### src/rtl/spi_tx_phy_gen_if.sv
// Word-side bus of the SPI slave TX PHY.
// The protocol engine is the master; the PHY is the slave.
interface spi_tx_phy_gen_if #(
  parameter int DSIZE = 8
);
  logic [DSIZE-1:0] send_data;
  logic             send_valid;
  logic [23:0]      send_momment;
  logic             empty;
  logic             full;
  logic             underrun;

  modport master (
    output send_data,
    output send_valid,
    output send_momment,
    input  empty,
    input  full,
    input  underrun
  );

  modport slave (
    input  send_data,
    input  send_valid,
    input  send_momment,
    output empty,
    output full,
    output underrun
  );
endinterface

### src/rtl/spi_tx_phy_gen.sv
// SPI slave TX PHY: word FIFO to miso, sck/cs_n oversampled in the clock domain.
// Optional macro SPI_TX_UNDERRUN_CNT_EN adds a saturating underrun_cnt output.
module spi_tx_phy_gen #(
  parameter int   DSIZE     = 8,
  parameter int   DEPTH     = 4,
  parameter bit   CPOL      = 1'b0,
  parameter bit   CPHA      = 1'b0,
  parameter bit   LSB_FIRST = 1'b0,
  parameter logic IDLE_BIT  = 1'b1
) (
  input  logic clock,
  input  logic rst,
  input  logic sck,
  input  logic cs_n,
  output logic miso,
  output logic send_flag,
`ifdef SPI_TX_UNDERRUN_CNT_EN
  output logic [15:0] underrun_cnt,
`endif
  spi_tx_phy_gen_if.slave bus
);

  localparam int AW = (DEPTH > 1) ? $clog2(DEPTH) : 1;
  localparam int BW = (DSIZE > 1) ? $clog2(DSIZE) : 1;
  localparam logic [BW-1:0] LAST = BW'(DSIZE - 1);
  localparam logic [BW-1:0] ONE_B = BW'(1);
  localparam logic [AW-1:0] ONE_P = AW'(1);
  localparam logic [AW:0] ONE_C = (AW + 1)'(1);
  localparam logic [AW:0] FULL_C = (AW + 1)'(DEPTH);
  localparam logic [DSIZE-1:0] IDLE_WORD = {DSIZE{IDLE_BIT}};
  localparam bit LAUNCH_RISE = CPOL ^ CPHA;

  logic [1:0]       sck_sync;
  logic [1:0]       cs_sync;
  logic             sck_d;
  logic             sck_s;
  logic             sel;
  logic             rise;
  logic             fall;
  logic             launch;

  logic [23:0]      edge_cnt;
  logic [23:0]      momment;
  logic             yield;
  logic             yield_set;
  logic             armed;
  logic             armed_nx;
  logic             at_last;
  logic             load;
  logic             shift;

  logic [BW-1:0]    bit_cnt;
  logic [BW-1:0]    bit_cnt_nx;
  logic [BW-1:0]    bit_idx;
  logic [DSIZE-1:0] shreg;
  logic [DSIZE-1:0] shreg_nx;

  logic [DSIZE-1:0] mem [DEPTH];
  logic [DSIZE-1:0] data_in;
  logic [AW-1:0]    wr_ptr;
  logic [AW-1:0]    rd_ptr;
  logic [AW:0]      count;
  logic [AW:0]      count_nx;
  logic             empty_r;
  logic             full_r;
  logic             underrun_r;
  logic             push;
  logic             pop;

  assign momment  = bus.send_momment;
  assign data_in  = bus.send_data;
  assign bus.empty    = empty_r;
  assign bus.full     = full_r;
  assign bus.underrun = underrun_r;

  // Two-flop synchronisers plus an sck history flop for edge detection.
  always_ff @(posedge clock) begin
    if (rst) begin
      sck_sync <= {2{CPOL}};
      sck_d    <= CPOL;
      cs_sync  <= 2'b11;
    end else begin
      sck_sync <= {sck_sync[0], sck};
      sck_d    <= sck_sync[1];
      cs_sync  <= {cs_sync[0], cs_n};
    end
  end

  assign sck_s     = sck_sync[1];
  assign sel       = ~cs_sync[1];
  assign send_flag = sel;
  assign rise      = sck_s & ~sck_d;
  assign fall      = ~sck_s & sck_d;
  assign launch    = sel & (LAUNCH_RISE ? rise : fall);

  // Launch-edge counter since cs_n fell, saturating.
  always_ff @(posedge clock) begin
    if (rst || !sel) begin
      edge_cnt <= '0;
    end else if (launch && !(&edge_cnt)) begin
      edge_cnt <= edge_cnt + 24'd1;
    end
  end

  assign yield_set = sel & ~yield &
                     ((momment == 24'd0) | (edge_cnt >= momment));
  assign at_last   = (bit_cnt == LAST);

  // Load points: CPHA=0 preloads when yield rises; CPHA=1 loads on a launch.
  always_comb begin
    load = 1'b0;
    if (CPHA) begin
      load = launch & yield & (~armed | at_last);
    end else begin
      load = yield_set | (launch & yield & at_last);
    end
  end

  assign shift = launch & yield & ~load;
  assign pop   = load & ~empty_r;
  assign push  = bus.send_valid & ~full_r;

  // Next shifter state; miso is registered from these values.
  always_comb begin
    shreg_nx   = shreg;
    bit_cnt_nx = bit_cnt;
    armed_nx   = armed;
    if (load) begin
      shreg_nx   = empty_r ? IDLE_WORD : mem[rd_ptr];
      bit_cnt_nx = '0;
      armed_nx   = 1'b1;
    end else if (shift) begin
      bit_cnt_nx = at_last ? '0 : bit_cnt + ONE_B;
    end
    bit_idx = LSB_FIRST ? bit_cnt_nx : LAST - bit_cnt_nx;
  end

  // Shift register, bit counter, yield flag and registered miso.
  always_ff @(posedge clock) begin
    if (rst) begin
      shreg      <= IDLE_WORD;
      bit_cnt    <= '0;
      armed      <= 1'b0;
      yield      <= 1'b0;
      miso       <= IDLE_BIT;
      underrun_r <= 1'b0;
    end else if (!sel) begin
      bit_cnt    <= '0;
      armed      <= 1'b0;
      yield      <= 1'b0;
      miso       <= IDLE_BIT;
      underrun_r <= 1'b0;
    end else begin
      shreg      <= shreg_nx;
      bit_cnt    <= bit_cnt_nx;
      armed      <= armed_nx;
      if (yield_set) begin
        yield <= 1'b1;
      end
      miso       <= armed_nx ? shreg_nx[bit_idx] : IDLE_BIT;
      underrun_r <= load & empty_r;
    end
  end

  // FIFO occupancy after this cycle's push/pop.
  always_comb begin
    unique case ({push, pop})
      2'b10:   count_nx = count + ONE_C;
      2'b01:   count_nx = count - ONE_C;
      default: count_nx = count;
    endcase
  end

  // FIFO storage; contents need no reset since the pointers define validity.
  always_ff @(posedge clock) begin
    if (push) begin
      mem[wr_ptr] <= data_in;
    end
  end

  // FIFO pointers and registered flags.
  always_ff @(posedge clock) begin
    if (rst) begin
      wr_ptr  <= '0;
      rd_ptr  <= '0;
      count   <= '0;
      empty_r <= 1'b1;
      full_r  <= 1'b0;
    end else begin
      if (push) begin
        wr_ptr <= wr_ptr + ONE_P;
      end
      if (pop) begin
        rd_ptr <= rd_ptr + ONE_P;
      end
      count   <= count_nx;
      empty_r <= (count_nx == '0);
      full_r  <= (count_nx == FULL_C);
    end
  end

`ifdef SPI_TX_UNDERRUN_CNT_EN
  // Saturating count of underrun pulses.
  always_ff @(posedge clock) begin
    if (rst) begin
      underrun_cnt <= '0;
    end else if (underrun_r && !(&underrun_cnt)) begin
      underrun_cnt <= underrun_cnt + 16'd1;
    end
  end
`endif

endmodule

### src/flat_wrapper.sv
// flat-port wrapper written by rule: the top's interface ports become plain ports
module spi_tx_phy_gen_flat 
#(
  parameter int   DSIZE     = 8,
  parameter int   DEPTH     = 4,
  parameter bit   CPOL      = 1'b0,
  parameter bit   CPHA      = 1'b0,
  parameter bit   LSB_FIRST = 1'b0,
  parameter logic IDLE_BIT  = 1'b1
)
  (clock, rst, sck, cs_n, miso, send_flag, bus_send_data, bus_send_valid, bus_send_momment, bus_empty, bus_full, bus_underrun);
  spi_tx_phy_gen_if #(.DSIZE(DSIZE)) bus_i ();
  input  logic clock;
  input  logic rst;
  input  logic sck;
  input  logic cs_n;
  output logic miso;
  output logic send_flag;
  input wire logic [$bits(bus_i.send_data)-1:0] bus_send_data;
  input wire logic [$bits(bus_i.send_valid)-1:0] bus_send_valid;
  input wire logic [$bits(bus_i.send_momment)-1:0] bus_send_momment;
  output wire logic [$bits(bus_i.empty)-1:0] bus_empty;
  output wire logic [$bits(bus_i.full)-1:0] bus_full;
  output wire logic [$bits(bus_i.underrun)-1:0] bus_underrun;
  assign bus_i.send_data = bus_send_data;
  assign bus_i.send_valid = bus_send_valid;
  assign bus_i.send_momment = bus_send_momment;
  assign bus_empty = bus_i.empty;
  assign bus_full = bus_i.full;
  assign bus_underrun = bus_i.underrun;
  spi_tx_phy_gen #(.DSIZE(DSIZE), .DEPTH(DEPTH), .CPOL(CPOL), .CPHA(CPHA), .LSB_FIRST(LSB_FIRST), .IDLE_BIT(IDLE_BIT)) u_core (.clock(clock), .rst(rst), .sck(sck), .cs_n(cs_n), .miso(miso), .send_flag(send_flag), .bus(bus_i));
endmodule
### config.mk
export PLATFORM = sky130hd
export DESIGN_NAME = spi_tx_phy_gen_flat
export DESIGN_NICKNAME = d
export VERILOG_FILES = /design/src/rtl/spi_tx_phy_gen_if.sv /design/src/rtl/spi_tx_phy_gen.sv /design/src/flat_wrapper.sv
export SDC_FILE = /design/constraint.sdc
export NUM_CORES = 1
export LEC_CHECK = 0
export CAP_MARGIN = 15
export CORE_MARGIN = 5
export CORE_UTILIZATION = 62
export CTS_CLUSTER_DIAMETER = 80
export DETAILED_ROUTE_END_ITERATION = 10
export PLACE_DENSITY = 0.86
export REMOVE_ABC_BUFFERS = 1
export SLEW_MARGIN = 10
export SYNTH_ARGS = -nofsm -noshare
export SYNTH_HDL_FRONTEND = slang
export SYNTH_SLANG_ARGS = --single-unit
### constraint.sdc
create_clock -name clock -period 5.2 [get_ports clock]
set_input_delay 1.04 -clock clock [delete_from_list [all_inputs] [get_ports clock]]
set_output_delay 1.04 -clock clock [all_outputs]
set_load 0.005 [all_outputs]
**After elaboration in Yosys (flattened, before gate mapping)**

Memories as Yosys holds them, arrays and structs flattened. A register that Yosys moved wholly into a read port is not among the register bits.
Index checks and enable logic that the tools add are counted.

- Magnitude comparators: 2
- Bitwise gates (word level): 19
- $add $sub $neg: 7
- Mux-type cells: 13
- Reductions and logical operators: 8
- Equal/unequal tests: 4

Operator list:

| operator | count |
|---|---|
| $add 24x1->24 const B | 1 |
| $ge 24x24->1 | 1 |
| $logic_not 24->1 | 1 |
| $reduce_and 24->1 | 1 |
| $mux 8 | 2 |
| $and 1x1->1 | 10 |
| $mux 3 | 3 |
| $not 1->1 | 7 |
| $add 3x1->3 const B | 2 |
| $eq 3x3->1 const B | 2 |
| $pmux 3 s2 | 1 |
| $add 2x1->2 const B | 2 |
| $lt 3x4->1 const B | 1 |
| $mux 1 | 4 |
| $mux 2 | 2 |
| $bmux 1 s3 | 1 |
| $logic_not 3->1 | 1 |
| $reduce_or 3->1 | 1 |
| $sub 3x1->3 const B | 1 |
| $sub 3x3->3 const A | 1 |
| $eq 2x1->1 const B | 1 |
| $eq 2x2->1 const B | 1 |
| $or 1x1->1 | 2 |
| $reduce_or 2->1 | 1 |
| other kinds (3) | 3 |

- Flip-flop bits (word level): 53
- Bits of input ports: 37
- Memories kept: 1
- Memory bits (writable): 32
- Word-level logic and storage cells: 69
- Output and inout port bits: 5

Memories:

| memory | depth | bits a word | rd ports | clocked after Yosys merged registers in | write ports | line | source |
|---|---|---|---|---|---|---|---|
| u_core.mem | 4 | 8 | 1 | 1 | 1 | spi_tx_phy_gen.sv:58 | `logic [DSIZE-1:0] mem [DEPTH];` |

**Depth between registers and ports, before layout**

Gate-level depths: netlist (run 1).

- Word-level depth: 13
- Mapped depth: 16
- Depth with buffers taken out: 16

**Least setup slack after synthesis (run 1)**

Ideal clock, no wire load.

- Path type: in2reg
- Start: in bus_send_momment[15]
- End: reg u_core.empty_r (netlist: u_core.bus.empty)
- Stages: 16
- Buffers on the path: 0
- Setup slack: 1412 ps
- Required time: 5130 ps
- Library setup time: 70 ps
- Arrival time: 3718 ps
- Cells stage by stage: inv_1 -> ha_1 -> nand4_1 -> nor3_2 -> or4b_1 -> a31oi_4 -> o211ai_2 -> inv_1 -> ha_1 -> inv_1 -> fa_1 -> xor2_1 -> nor2_1 -> xnor2_1 -> nor2_1 -> a21oi_1

- Cells in the longest elaborated chain, start to end: 8
- Elaborated cells on any way between the ends: 10
- Classes of those cells: 1 x order compare; 2 x eq/ne; 1 x mux; 4 x bitwise; 2 x reduce/logical

RTL lines:

| what | line | source |
|---|---|---|
| start: declaration | flat_wrapper.sv:21 | `input wire logic [$bits(bus_i.send_momment)-1:0] bus_send_momment;` |
| $ge 24x24->1 or $logic_not 24->1 (tied branches) | spi_tx_phy_gen.sv:106 | `((momment == 24'd0) \| (edge_cnt >= momment));` |
| $or 1x1->1 (*) | spi_tx_phy_gen.sv:106 |  |
| $and 1x1->1 (*) | spi_tx_phy_gen.sv:105 | `assign yield_set = sel & ~yield &` |
| $or 1x1->1 (*) | spi_tx_phy_gen.sv:115 | `load = yield_set \| (launch & yield & at_last);` |
| $and 1x1->1 (*) | spi_tx_phy_gen.sv:120 | `assign pop = load & ~empty_r;` |
| $eq 2x1->1 or $eq 2x2->1 (tied branches) | spi_tx_phy_gen.sv:167 | `unique case ({push, pop})` |
| $pmux 3 s2 (*) | spi_tx_phy_gen.sv:167 |  |
| $logic_not 3->1 (*) | spi_tx_phy_gen.sv:197 | `empty_r <= (count_nx == '0);` |
| end signal: assignment | spi_tx_phy_gen.sv:197 |  |
| end: declaration | spi_tx_phy_gen.sv:64 | `logic empty_r;` |

Mark *: on every way between the ends. The rest lies on a longest branch, timed or not.
A chain may end at the register's enable or synchronous reset.

**Worst setup path after layout (run 1)**

Ends and elaborated chain as after synthesis.

==> reports/summary.md, run 1 <==
The run finished with clean final reports. The tools report the initial antenna violation count as 0. The slowest stage of the critical path belongs to the cell or4b_1. The critical path launch point type is a primary input.

The post-CTS setup buffer count is 0. The clock latency reported for the late side of the worst-skew pair was 0.36 ns; the worst voltage drop across the vdd grid was 301 uV. Data on the critical path is required at its endpoint by 5.48 ns. The first TritonRoute pass finished after 4 iterations.

The first global-routing pass estimated 14900 um of wire. Buffers placed on the I/O ports in this run total 41. The worst min-delay path class is reg -> reg. Cells fill 74.4% of the core in the end. Counting flops with a built-in enable in the synthesized netlist gives 32. Cells with a size suffix above 1 make up 8.07% of the layout. The final number of max-transition violations was 0; the count of state elements after synthesis was 87.

For the worst max-slew margin expressed relative to the limit, the log shows 38.3%. The logs give 25 for the maximum number of pins on one net before global-route repair and 0 for the number of hold violations in the final report. The run gives 3195 as the number of global-route vias before repair. The H-tree was split into 3 levels.

Setup repair after global routing left no endpoint under its margin. The average detailed-routed wire length per instance was 15.6 um; the overall fraction of global-route tracks in use was 21.5%. Between clock sinks in the finished design, the worst skew comes to 0.00691 ns. The run gives 197 as the count of routing violations after the opening detailed-route iteration. The detailed router placed 3228 vias in this run. The number of unique standard cell types used by synthesis is 49, and the total negative slack is 0 ns.

The number of instances in the synthesized netlist was 424; the leakage power was 0.00192 uW. The path with the worst hold slack has its endpoint at u_core.cs_sync[1]. Once detailed placement completed, the half-perimeter wirelength came to 6620 um. The routed via count divided by cell count is 5.69, and the delay of the slowest cell on the worst path is 0.50 ns. The detail route stage leaves a number of antenna-violating nets equal to 0. The repair_antennas step left the layout with diodes totalling 0.

The number of nets in the finished design is 536. Clock-pin slew was measured on the worst setup and hold paths at 0.09 ns. The cell count of the worst hold path is 1. Relative to the synthesized area, the layout overhead comes to 15.6%. The root buffer cell chosen for the clock tree is clkbuf_8. The tools report the number of clock buffers inserted by TritonCTS as 9. In this design, the critical path's most frequently occurring cell is inv_1. Summed over all nets, the switching power comes to 328 uW. Sorting the synthesized cells by how often they occur yields dfxtp_1, nor2_1, inv_1.

The worst register-to-register path ends at u_core.bus.empty. Power spread over the standard cell area amounts to 253 mW/mm^2. Summed over all instances, the cell type with the most area after synthesis is dfxtp_1.

The clock network accounts for 35.8% of the total power. After floorplanning, the core was divided into 30 placement rows. Of the available clock period, the critical path in the final layout requires 82.0%. For this run, the top clock speed supported by timing is 234 MHz.

The flip-flop cell with the highest count after synthesis was dfxtp_1. By instance count, the leading cell after synthesis is dfxtp_1. Subtracting the final worst setup slack from the clock period gives 4.26 ns. Measured in cells, the most critical reg-to-reg path has a length of 15. After synthesis, flip-flops and latches occupy 46.9% of the total area. The category of the critical setup timing path is in -> reg. Setup-violating endpoint count in the final report: 0. The design draws 1290 uW.

The critical path contains buffers and inverters numbering 4 combined. The Yosys step of the flow raised 0 warnings. Of the total power, combinational logic draws 7.5%. At the pin with the least slew margin, the transition time is 0.917 ns. The die covers 0.00888 mm^2. The area share of the largest cell type after synthesis is 25.0%, and the switching power as a share of total power is 25.4%. The run gives 0.871 as the final estimated routing congestion in global placement.

Setup slack on the worst reg-to-reg path comes out at 1.77 ns. Max-cap violations in this run came to 0. The floorplan step set the die width to 94.2 um. After detailed routing, the number of remaining DRC violations is 0. In this run the most critical hold path is launched from u_core.cs_sync[0]. Registers are responsible for 56.7% of the overall power. The worst register-to-register path begins at u_core.edge_cnt[13]. Walking the worst path, the cells encountered are clkdlybuf4s50_1, inv_1, ha_1, nand4_1, nor3_2, or4b_1, a31oi_4, o211ai_2, inv_1, ha_1, inv_1, fa_1, xor2_1, nor2_1, xnor2_1, nor2_1, a21oi_1.

STA puts the critical path data arrival time at 4.54 ns. The run gives 0 as the sum of overflow across all layers after global routing. Of all nets on the critical path, the largest fanout is 4. The run gives 2 as the maximum buffer depth of the clock tree. Cell internal power was estimated by the tool at 961 uW. For the sink count of the clock tree, the log shows 87.

The die is 94.2 um tall. The proportion of register bits with asynchronous set or reset after synthesis came out at 0%. During I/O placement, the number of pins put on the boundary was 42.

Gates resized during post-CTS repair numbered 0. The kind of end point of the critical path was a register. In the post-synthesis netlist, the biggest area contributors are dfxtp_1, edfxtp_1, ha_1.

Among cell families on the critical path, the largest total delay comes from simple AND/OR/NAND/NOR gates. Count of hold buffers inserted by post-cts repair: 0. TritonCTS built the clock tree. The initial utilization of the core area, before any placement, comes to 64.4%. The placeable core area was 0.00683 mm^2; the total detailed-routing wirelength was 8850 um.

The post-synthesis area per instance was 10.4 um^2; the filler cell count was 492. For the post-synthesis instance area, the log shows 0.00440 mm^2.
==> area by class of cell <==
cell class                 instances  area, um^2  share of cell area, %
multi-input combinational        285        2130                   42.0
sequential                        87        2060                   40.6
timing repair buffer              42         418                   8.22
inverter                          41         154                   3.03
clock buffer                       9         124                   2.44
tap                               96         120                   2.36
clock inverter                     7        72.6                   1.43
==> cell families after synthesis <==
family	synth area share [%]
buffers and inverters	4.61
XOR/XNOR	4.58
AND/OR/NAND/NOR	19.1
multiplexers	8.65
AO/OA/AOI/OAI	6.57
flip-flops	46.9
adder cells (fa/ha/maj)	9.56
==> stage by stage <==
step	setup WS [ns]	instance area (um^2)	std cells	hold slack, ns
finish	0.936	5080	567	0.426
global route	0.748	5080	567	0.449
CTS	0.979	5080	567	0.430
detailed placement	0.640	4890	551	0.408
global placement	0.720	4890	551	0.396
floorplan	1.42	4350	413	0.389
==> worst max path at each step <==
stage                              start                to  slack, ns  cells past startpoint
floorplan           bus_send_momment[15]  u_core.bus.empty       1.42                     16
global placement    bus_send_momment[15]  u_core.bus.empty       0.72                     17
detailed placement  bus_send_momment[15]  u_core.bus.empty       0.64                     17
CTS                 bus_send_momment[15]  u_core.bus.empty       0.98                     17
global route        bus_send_momment[15]  u_core.bus.empty       0.75                     15
finish              bus_send_momment[15]  u_core.bus.empty       0.94                     17
==> cell usage in the layout, fill, tap and decap left out, types with 11 or more instances in the layout <==
| cell type | instances |
|---|---|
| a21oi_1 | 20 |
| nor2_1 | 52 |
| nor3_1 | 13 |
| nand2_1 | 20 |
| inv_1 | 41 |
| dfxtp_1 | 55 |
| xnor2_1 | 19 |
| clkdlybuf4s50_1 | 41 |
| edfxtp_1 | 32 |
| mux2i_1 | 11 |
| ha_1 | 32 |
==> power groups by stage <==
stage	clock (uW)	combinational [uW]	sequential, uW
global placement	0	91.2	744
detailed placement	0	95.9	746
global route	498	107	732
CTS	467	96.7	730
finish	462	96.2	730
floorplan	0	45.1	743
==> layer usage <==
layer | part of all wire (%) | up-vias | track usage [%]
li1 | - | 1582 | -
met1 | 44 | 1561 | 28.4
met2 | 50 | 77 | 35.4
met3 | 5.4 | 8 | 4.09
met4 | 1.0 | 0 | 7.10
met5 | 0 | - | 0
==> flip-flops by register name, indices dropped and copies added (netlist names), 2 cells and up, named ones only <==
signal and cells:
u_core.bit_cnt 3, u_core.count 3, u_core.cs_sync 2, u_core.edge_cnt 24, u_core.mem 32, u_core.rd_ptr 2, u_core.sck_sync 2, u_core.shreg 8
u_core.wr_ptr 2
(Power assumes the default switching activity.)
==> run 2: changes to the inputs <==
- CORE_UTILIZATION: 62 -> 52
- PLACE_DENSITY: 0.86 -> 0.77
- clock period: 5.2 -> 3.6 ns (I/O delays scaled with it)
==> run 2 against run 1 <==
  * Utilization fell by 9.1 points
  * Final area increased by 5.6%
  * First-iteration DRC count is 21% lower
  * Combinational power is 57% higher
  * Wire length up 0.52%
  * Register-to-register slack lost 1.6 ns
  * Clock skew is 0.0051 ns higher
  * Clock power grew 46%
==> reports/summary.md, run 2 (synthesized netlist as in run 1, its figures left out) <==
The flow ran to the end, and the final reports show no timing, DRC or antenna violations. From left edge to right edge, the die measures 102 um. Data on the critical path is required at its endpoint by 3.88 ns. Compared with the post-synthesis result, the final layout area differs by 22.0%. The capture endpoint of the worst hold path was u_core.cs_sync[1]. In the final routed layout, each cell accounts on average for 14.9 um. The logs give 3 for the level count of the clock H-tree and 0 for the setup-violating endpoint count in the final report. For this design, the CTS-stage hold fixing added 0 buffers. The cell count of the worst hold path works out to 1.

TritonCTS built the clock tree. The count of buffers from port buffering is 41. The leakage power was 0.00209 uW; the final number of max-transition violations was 0.

Slowest cell on the critical path: or4b_4. The total area inside the core boundary comes to 0.00822 mm^2. Fill cells in the final layout number 617.

Clock skew on the completed layout was measured at 0.0120 ns. At the pin with the least slew margin, the transition time is 0.870 ns. The cell sitting at the root of the clock tree is a clkbuf_8. In this run, CTS created clock tree buffers numbering 9. The final estimated routing congestion in global placement was 0.835.

The number of global-route vias before repair is 3302, and the area enclosed by the die boundary is 0.0104 mm^2. The number of flip-flops in the largest register works out to 32. The largest registers in the layout are u_core.mem x32, u_core.edge_cnt x24, u_core.shreg x8. Once the floorplan was initialized, standard cells occupied 53.5% of the core.

The count of maximum capacitance violations was 0; the sum of overflow across all layers after global routing was 0. The detailed-placement wirelength estimate was 6680 um. The run gives 0 as the residual antenna-violating net count after detailed routing.

The worst setup path is captured at a register. For the arrival time reported for the critical path endpoint, the log shows 3.73 ns. The tools report the sink count of the clock tree as 87. The worst voltage drop across the vdd grid was 261 uV. Of all nets on the critical path, the largest fanout is 3. For the final setup slack of the worst path, the log shows 0.157 ns. After the last flow step, the layout net total stands at 555. The end of the worst register-to-register path was u_core.bus.empty.

The top cell types in the final layout, fill and taps aside, are dfxtp_1, nor2_1, inv_1. The worst setup path is launched from a primary input. For this design the ratio of total power to cell area is 350 mW/mm^2. The number of cells traversed by the worst register-to-register path is 15.

Timing would allow up to 290 MHz. The number of hold violations in the final report was 0; the first-pass GRT wire length was 15200 um. The most frequent standard cell in the layout excluding fill and tap cells is dfxtp_1. In the routed design, unresolved DRC markers number 0. Pin placement for this block handled 42 I/O pins. Cells with a size suffix above 1 make up 16.5% of the layout. At the placement stage, the worst setup path has a slack of -0.605 ns. The floorplan step set the die height to 102 um. The worst reg2reg path startpoint is u_core.edge_cnt[15].

The critical path in this run is classified as in -> reg. Clock-pin slew was measured on the worst setup and hold paths at 0.09 ns. Dividing the detail-routed via count by the number of cells gives 5.44. The routed layout has 3234 vias.

The delay of the slowest cell on the worst path works out to 0.50 ns. Traced cell by cell, the critical path runs through buf_6, inv_2, ha_4, nand4_1, nor3_4, or4b_4, a31oi_4, o211ai_2, inv_1, ha_2, inv_2, fa_2, xor2_1, nor2_1, xnor2_1, nor2_1, a21oi_1. Worst min-delay path class: reg -> reg.

In this run the deepest clock path goes through 2 buffers. The logs give 0 for the initial antenna violation count and 41.5% for the worst max-slew margin expressed relative to the limit. Entering global routing, the biggest net connects 25 pins.

The worst register-to-register path has a setup slack of 0.22 ns. Global routing consumed, over all layers together, 18.2% of the routing resources. The clock latency reported for the late side of the worst-skew pair is 0.36 ns.

The final layout contains routed wiring with a total length of 8890 um. For this run, the detailed router's first-pass iteration total came to 4. The worst hold path begins at u_core.cs_sync[0]. The run gives 33 as the cell row count. The number of antenna diodes in the final layout is 0. Counting I/O delays and the setup requirement, the final critical path takes 3.44 ns.

The count of routing violations after the opening detailed-route iteration is 156, and the share of the cycle needed by the critical path after routing is 95.6%. For the sum of internal, switching and leakage power, the log shows 1880 uW. u_core.mem holds more flip-flops than any other register.
-- run 2: cell count changes in the layout (fill, tap and decap cells not counted), sizes merged --
| cell | delta |
|---|---|
| buf | +23 |
| clkdlybuf4s15 | +1 |
| clkdlybuf4s50 | -16 |
| clkinv | -1 |
| clkinvlp | -1 |
| dlygate4sd2 | +4 |
| dlymetal6s2s | +7 |
| inv | +2 |
-- run 2: what timing repair did --
item | 4_1_cts | 5_1_grt
endpoints found under the setup margin | 4 | 3
pin swaps | 13 | 15
resized for setup | 22 | 29
hold endpoints to repair | 0 | 0
setup buffers | 1 | 1
-- run 2: worst max path at each step --
| stage | slack, ns | startpoint | to | cells after the start |
|---|---|---|---|---|
| after floorplan | 0.14 | bus_send_momment[15] | u_core.bus.empty | 16 |
| after global placement | -0.46 | bus_send_momment[15] | u_core.bus.empty | 17 |
| after detailed placement | -0.61 | bus_send_momment[15] | u_core.bus.empty | 17 |
| after CTS | 0.01 | bus_send_momment[5] | u_core.bus.empty | 16 |
| after global routing | -0.01 | bus_send_momment[10] | u_core.bus.empty | 17 |
| final | 0.16 | bus_send_momment[15] | u_core.bus.empty | 17 |
-- run 2: cell type report --
| class | instances | area [um^2] | area share (%) |
|---|---|---|---|
| Clock buffer | 9 | 124 | 2.31 |
| Clock inverter | 7 | 73.8 | 1.38 |
| Inverter | 41 | 154 | 2.87 |
| Multi-Input combinational cell | 285 | 2240 | 41.8 |
| Sequential cell | 87 | 2060 | 38.4 |
| Tap cell | 105 | 131 | 2.45 |
| Timing Repair Buffer | 61 | 578 | 10.8 |
-- run 2: power by group --
part	leakage (uW)	switching, uW	internal (uW)
registers	0.000739	9.81	1040
clock network	0.000102	397	276
logic	0.00125	72.5	78.9
total	0.00209	479	1400
-- run 2: critical path: cells and delay by family --
family                     cells  cell delay (ns)
and+or+nand+nor                5             1.15
adders and majority gates      3             0.85
AOI/OAI and AO/OA              3             0.42
xor gates and xnor gates       2             0.33
buffers and inverters          4             0.25
-- run 2: per-stage QoR --
step	TNS (ns)	instance area [um^2]	std cells	hold WS (ns)	utilization, %
floorplan	0	4350	413	0.389	-
global placement	-1.55	5030	577	0.397	61.2
detailed placement	-2.04	5030	577	0.413	61.2
CTS	0	5290	594	0.440	64.4
global route	-0.00966	5370	595	0.454	65.3
finish	0	5370	595	0.431	65.3
-- run 2: per-layer routing --
| layer | part of all wire (%) | GRT usage [%] |
|---|---|---|
| met5 | 0 | 0 |
| met4 | 0.75 | 4.64 |
| met3 | 4.3 | 3.62 |
| met2 | 47 | 29.8 |
| met1 | 47 | 24.8 |
==> run 3: changes to the inputs <==
- ABC_CLOCK_PERIOD_IN_PS: unset -> 3600
==> results of run 3 <==
No change in the layout: final DEF, timing and power equal those of run 2.
==> patch 1: new RTL, settings of run 3 <==
`DEPTH` is set to 4 in 2 places; all go to 2.
--- a/src/rtl/spi_tx_phy_gen.sv
+++ b/src/rtl/spi_tx_phy_gen.sv
@@ -4,3 +4,3 @@
   parameter int   DSIZE     = 8,
-  parameter int   DEPTH     = 4,
+  parameter int   DEPTH     = 2,
   parameter bit   CPOL      = 1'b0,
--- a/src/flat_wrapper.sv
+++ b/src/flat_wrapper.sv
@@ -4,3 +4,3 @@
   parameter int   DSIZE     = 8,
-  parameter int   DEPTH     = 4,
+  parameter int   DEPTH     = 2,
   parameter bit   CPOL      = 1'b0,
Check against the original RTL: not equivalent (a bounded check fails within 4 cycles, from zero or initial values and one cycle with rst high).
==> patch 1 against run 3 <==
- sequential cell count down 20
- global-route usage down 1.1 points
- wire length down 23%
- final cell count decreased by 16%
- worst setup slack better by 0.063 ns
- cell area decreased by 22%
- synthesized area is 21% lower
- power down 20%
- critical endpoint is now u_core.bus.full
- largest cell class unchanged
- highest routed layer unchanged
==> patch 1: results (changes against run 3) <==
Vias/cell -> 5.416 (-0.36%)
Multi-input gates -> 260 (-8.8%)
DPL Wire Length -> 5.166 mm (-23%)
Net Sw Power -> 0.3302 mW (-31%)
FF+latch area -> 1501 sq um (-27%)
Logic pwr share -> 7.8% (-0.3 points)
Met3 Resource Use GR -> 3.682% (+0.065 points)
Filler cells -> 538 (-13%)
Gpl congestion -> 0.8174 (-2.1%)
Reg2reg path depth -> 12 (-3)
Multi-input logic portion of the cell area -> 43.67% (+1.9 points)
Slew @ Worst Pin -> 0.6821 ns (-0.1874 ns)
Placed Instances -> 482 (-16%)
GR Util met1 -> 19.60% (-5.2 points)
ClkCell Share -> 4.547% (+0.86 points)
Status -> finished clean
Met3 wire len -> 328 um (-15%)
Sequential fraction of the synthesis area -> 43.04% (-3.8 points)
Metal-1 WL -> 3.064 mm (-27%)
Most frequent cells after synthesis -> dfxtp_1, nor2_1, inv_1, ha_1, nand2_1
Non-CTS buffers -> 46 (-25%)
Starting DRC count in detailed routing -> 74 (-53%)
Dpl cell area -> 3983 sq um (-21%)
Layout cells sized above 1 -> 9.739% (-6.8 points)
Setup WS pre-CTS -> -0.2253 ns (+0.3798 ns)
Routing usage on met2 -> 30.84% (+1.0 points)
Vias in the first global route -> 2,677 (-19%)
First-pass GRT wire length -> 11.80 mm (-22%)
Final-layout clock buffer total -> 13 (+4)
Global Route Usage Sum -> 17.10% (-1.1 points)
==> patch 1: cell types whose count changed in the layout (fill, tap and decap cells not counted), sizes merged, moves of 8 or more <==
cell / change
buf: -19
nor3: -8
o21bai: +8
xnor2: -11
edfxtp: -16
xor2: +12
clkdlybuf4s50: +16
inv: -15
mux4: -10
mux2: +9
==> patch 1: logic make-up after synthesis <==
group / synth area share, %
and+or+nand+nor: 21.27
DFF: 43.04
AOI/OAI and AO/OA: 9.182
buffers and inverters: 4.878
adders and majority gates: 10.04
xor gates and xnor gates: 6.026
muxes: 5.560
==> patch 1: critical path: stages <==
cell and delay (ns):
clkdlybuf4s50_1 0.49, inv_1 0.05, ha_1 0.32, a21oi_1 0.18, nand2_1 0.08, a221oi_2 0.31, o21a_1 0.17, o211ai_1 0.11
nor2b_1 0.18, ha_1 0.33, or3_1 0.39, a21oi_2 0.18, and2_1 0.14
==> patch 1: final timing paths <==
path / start / to / slack [ns]
max: bus_send_momment[14] / u_core.bus.full / 0.22
min: u_core.cs_sync[0] / u_core.cs_sync[1] / 0.42
max reg2reg: u_core.edge_cnt[0] / u_core.bus.full / 0.76
min reg2reg: u_core.cs_sync[0] / u_core.cs_sync[1] / 0.42
==> patch 1: repair_timing <==
| action | 4_1_cts | 5_1_grt |
|---|---|---|
| resized for setup | 0 | 2 |
| endpoints found under the setup margin | 0 | 3 |
| hold endpoints to repair | 0 | 0 |
==> patch 1: power by group through the flow <==
stage	clock [mW]	combinational (mW)	sequential [mW]
6_report	0.576	0.118	0.807
4_1_cts	0.595	0.119	0.807
3_3_place_gp	0	0.113	0.823
2_1_floorplan	0	0.0492	0.820
3_5_place_dp	0	0.117	0.824
5_1_grt	0.630	0.132	0.809
==> patch 2: new RTL, flow settings as in run 3 <==
Without the edit above. Put a register stage on the output `send_flag`, with the module's reset. The value now appears one clock later. The other outputs are not delayed to match.
--- a/src/rtl/spi_tx_phy_gen.sv
+++ b/src/rtl/spi_tx_phy_gen.sv
@@ -90,3 +90,9 @@
   assign sel       = ~cs_sync[1];
-  assign send_flag = sel;
+  always_ff @(posedge clock) begin
+    if (rst) begin
+      send_flag <= '0;
+    end else begin
+      send_flag <= sel;
+    end
+  end
   assign rise      = sck_s & ~sck_d;
Function: changed (Yosys sat finds a counterexample within 4 cycles, from zero or initial values and one cycle with rst high).
==> patch 2 against run 3 <==
- critical path type unchanged
- cell area shrank 0.58%
- power grew 0.50%
- worst setup slack improved by 0.036 ns
- wire length increased by 2.8%
- largest power group unchanged
- synthesized area is essentially flat
- worst hold slack got worse by 0.0056 ns
- sequential cell count grew 1
==> patch 2: results (changes against run 3) <==
Non-CTS buffers -> 59 (-3.3%)
Max VDD drop -> 0.3223 mV (+24%)
Sequential fraction of the synthesis area -> 47.30% (+0.41 points)
Gpl congestion -> 0.8463 (+1.3%)
Nets -> 554 (-0.18%)
Setup WS pre-CTS -> -0.5125 ns (+0.09263 ns)
Starting DRC count in detailed routing -> 178 (+14%)
Largest net degree at the start of global routing -> 33 (+32%)
Vias in the first global route -> 3,311 (+0.27%)
Status -> finished clean
Post-CTS resize count -> 15 (-32%)
Global Route Usage Sum -> 18.75% (+0.58 points)
FFs & Latches -> 88 (+1.1%)
Synth unique cells -> 48 (-2.0%)
DPL Wire Length -> 6.670 mm (-0.20%)
Synth top area cells -> dfxtp_1, edfxtp_1, ha_1
Seq/total area -> 39.02% (+0.60 points)
Finished Layout Cells -> 594 (-0.17%)
P_leak -> 2.180 nW (+4.4%)
Synth warn -> 0 (unchanged)
Pre-antenna DRT Iters -> 5 (+1)
Filler cells -> 638 (+3.4%)
Post-CTS Setup Repair Bufs -> 0 (-1)
ClkCell Share -> 3.728% (+0.045 points)
Most frequent cells after synthesis -> dfxtp_1, nor2_1, inv_1, edfxtp_1, ha_1
Multi-input gates -> 287 (+0.70%)
Layout cells sized above 1 -> 14.72% (-1.8 points)
Placed Instances -> 578 (+0.17%)
Invs w/o clock -> 39 (-4.9%)
Setup Skew -> 0.01562 ns (+0.003596 ns)
WL/cell -> 15.38 um (+2.9%)
Multi-input logic portion of the cell area -> 41.43% (-0.39 points)
Synth Instances -> 427 (+0.71%)
Vias/cell -> 5.529 (+1.7%)
Crit Path Max Fanout -> 2 (-1)
Slew @ Worst Pin -> 0.8331 ns (-0.03639 ns)
[patch 2: cell types whose count changed after synthesis, moves of 6 or more]
cell,delta
xor2_1,+8
xnor2_1,-11
nand3_1,+6
nor3_1,-9
and3_1,+6
[patch 2: final timing paths]
path                        start  cells past startpoint           endpoint  slack (ns)
max          bus_send_momment[11]                     17   u_core.bus.empty        0.19
min             u_core.cs_sync[0]                      1  u_core.cs_sync[1]        0.43
max reg2reg   u_core.edge_cnt[13]                     15   u_core.bus.empty        0.31
min reg2reg     u_core.cs_sync[0]                      1  u_core.cs_sync[1]        0.43
[patch 2: cells by family after synthesis]
group | count (synthesis) | synth area share (%)
AND/OR/NAND/NOR | 159 | 19.05
flip-flops | 88 | 47.30
buffers and inverters | 52 | 4.633
AO/OA/AOI/OAI | 51 | 7.078
adder cells (fa/ha/maj) | 33 | 9.551
multiplexers | 24 | 8.414
XOR/XNOR | 20 | 3.980
[patch 2: power by group through the flow]
stage,Combinational [mW],Sequential [mW],Clock [mW]
floorplan,0.0658,1.09,0
global placement,0.144,1.09,0
detailed placement,0.150,1.09,0
CTS,0.154,1.07,0.683
global route,0.172,1.07,0.731
finish,0.156,1.07,0.666
[patch 2: routing by layer]
layer | vias to the layer above | routed length [um] | GRT usage, %
met4 | 0 | 96 | 7.265
li1 | 1631 | - | -
met1 | 1578 | 4021 | 23.18
met2 | 65 | 4670 | 32.63
met3 | 10 | 349 | 3.276
met5 | - | 0 | 0
[patch 2: metrics by stage]
stage,TNS [ns],cell area (sq um),hold WS [ns],total power [mW]
floorplan,0,4344,0.3895,1.152
global placement,-1.430,5021,0.3990,1.231
detailed placement,-1.727,5021,0.4058,1.239
CTS,0,5280,0.4316,1.903
global route,0,5336,0.4463,1.972
finish,0,5336,0.4257,1.888
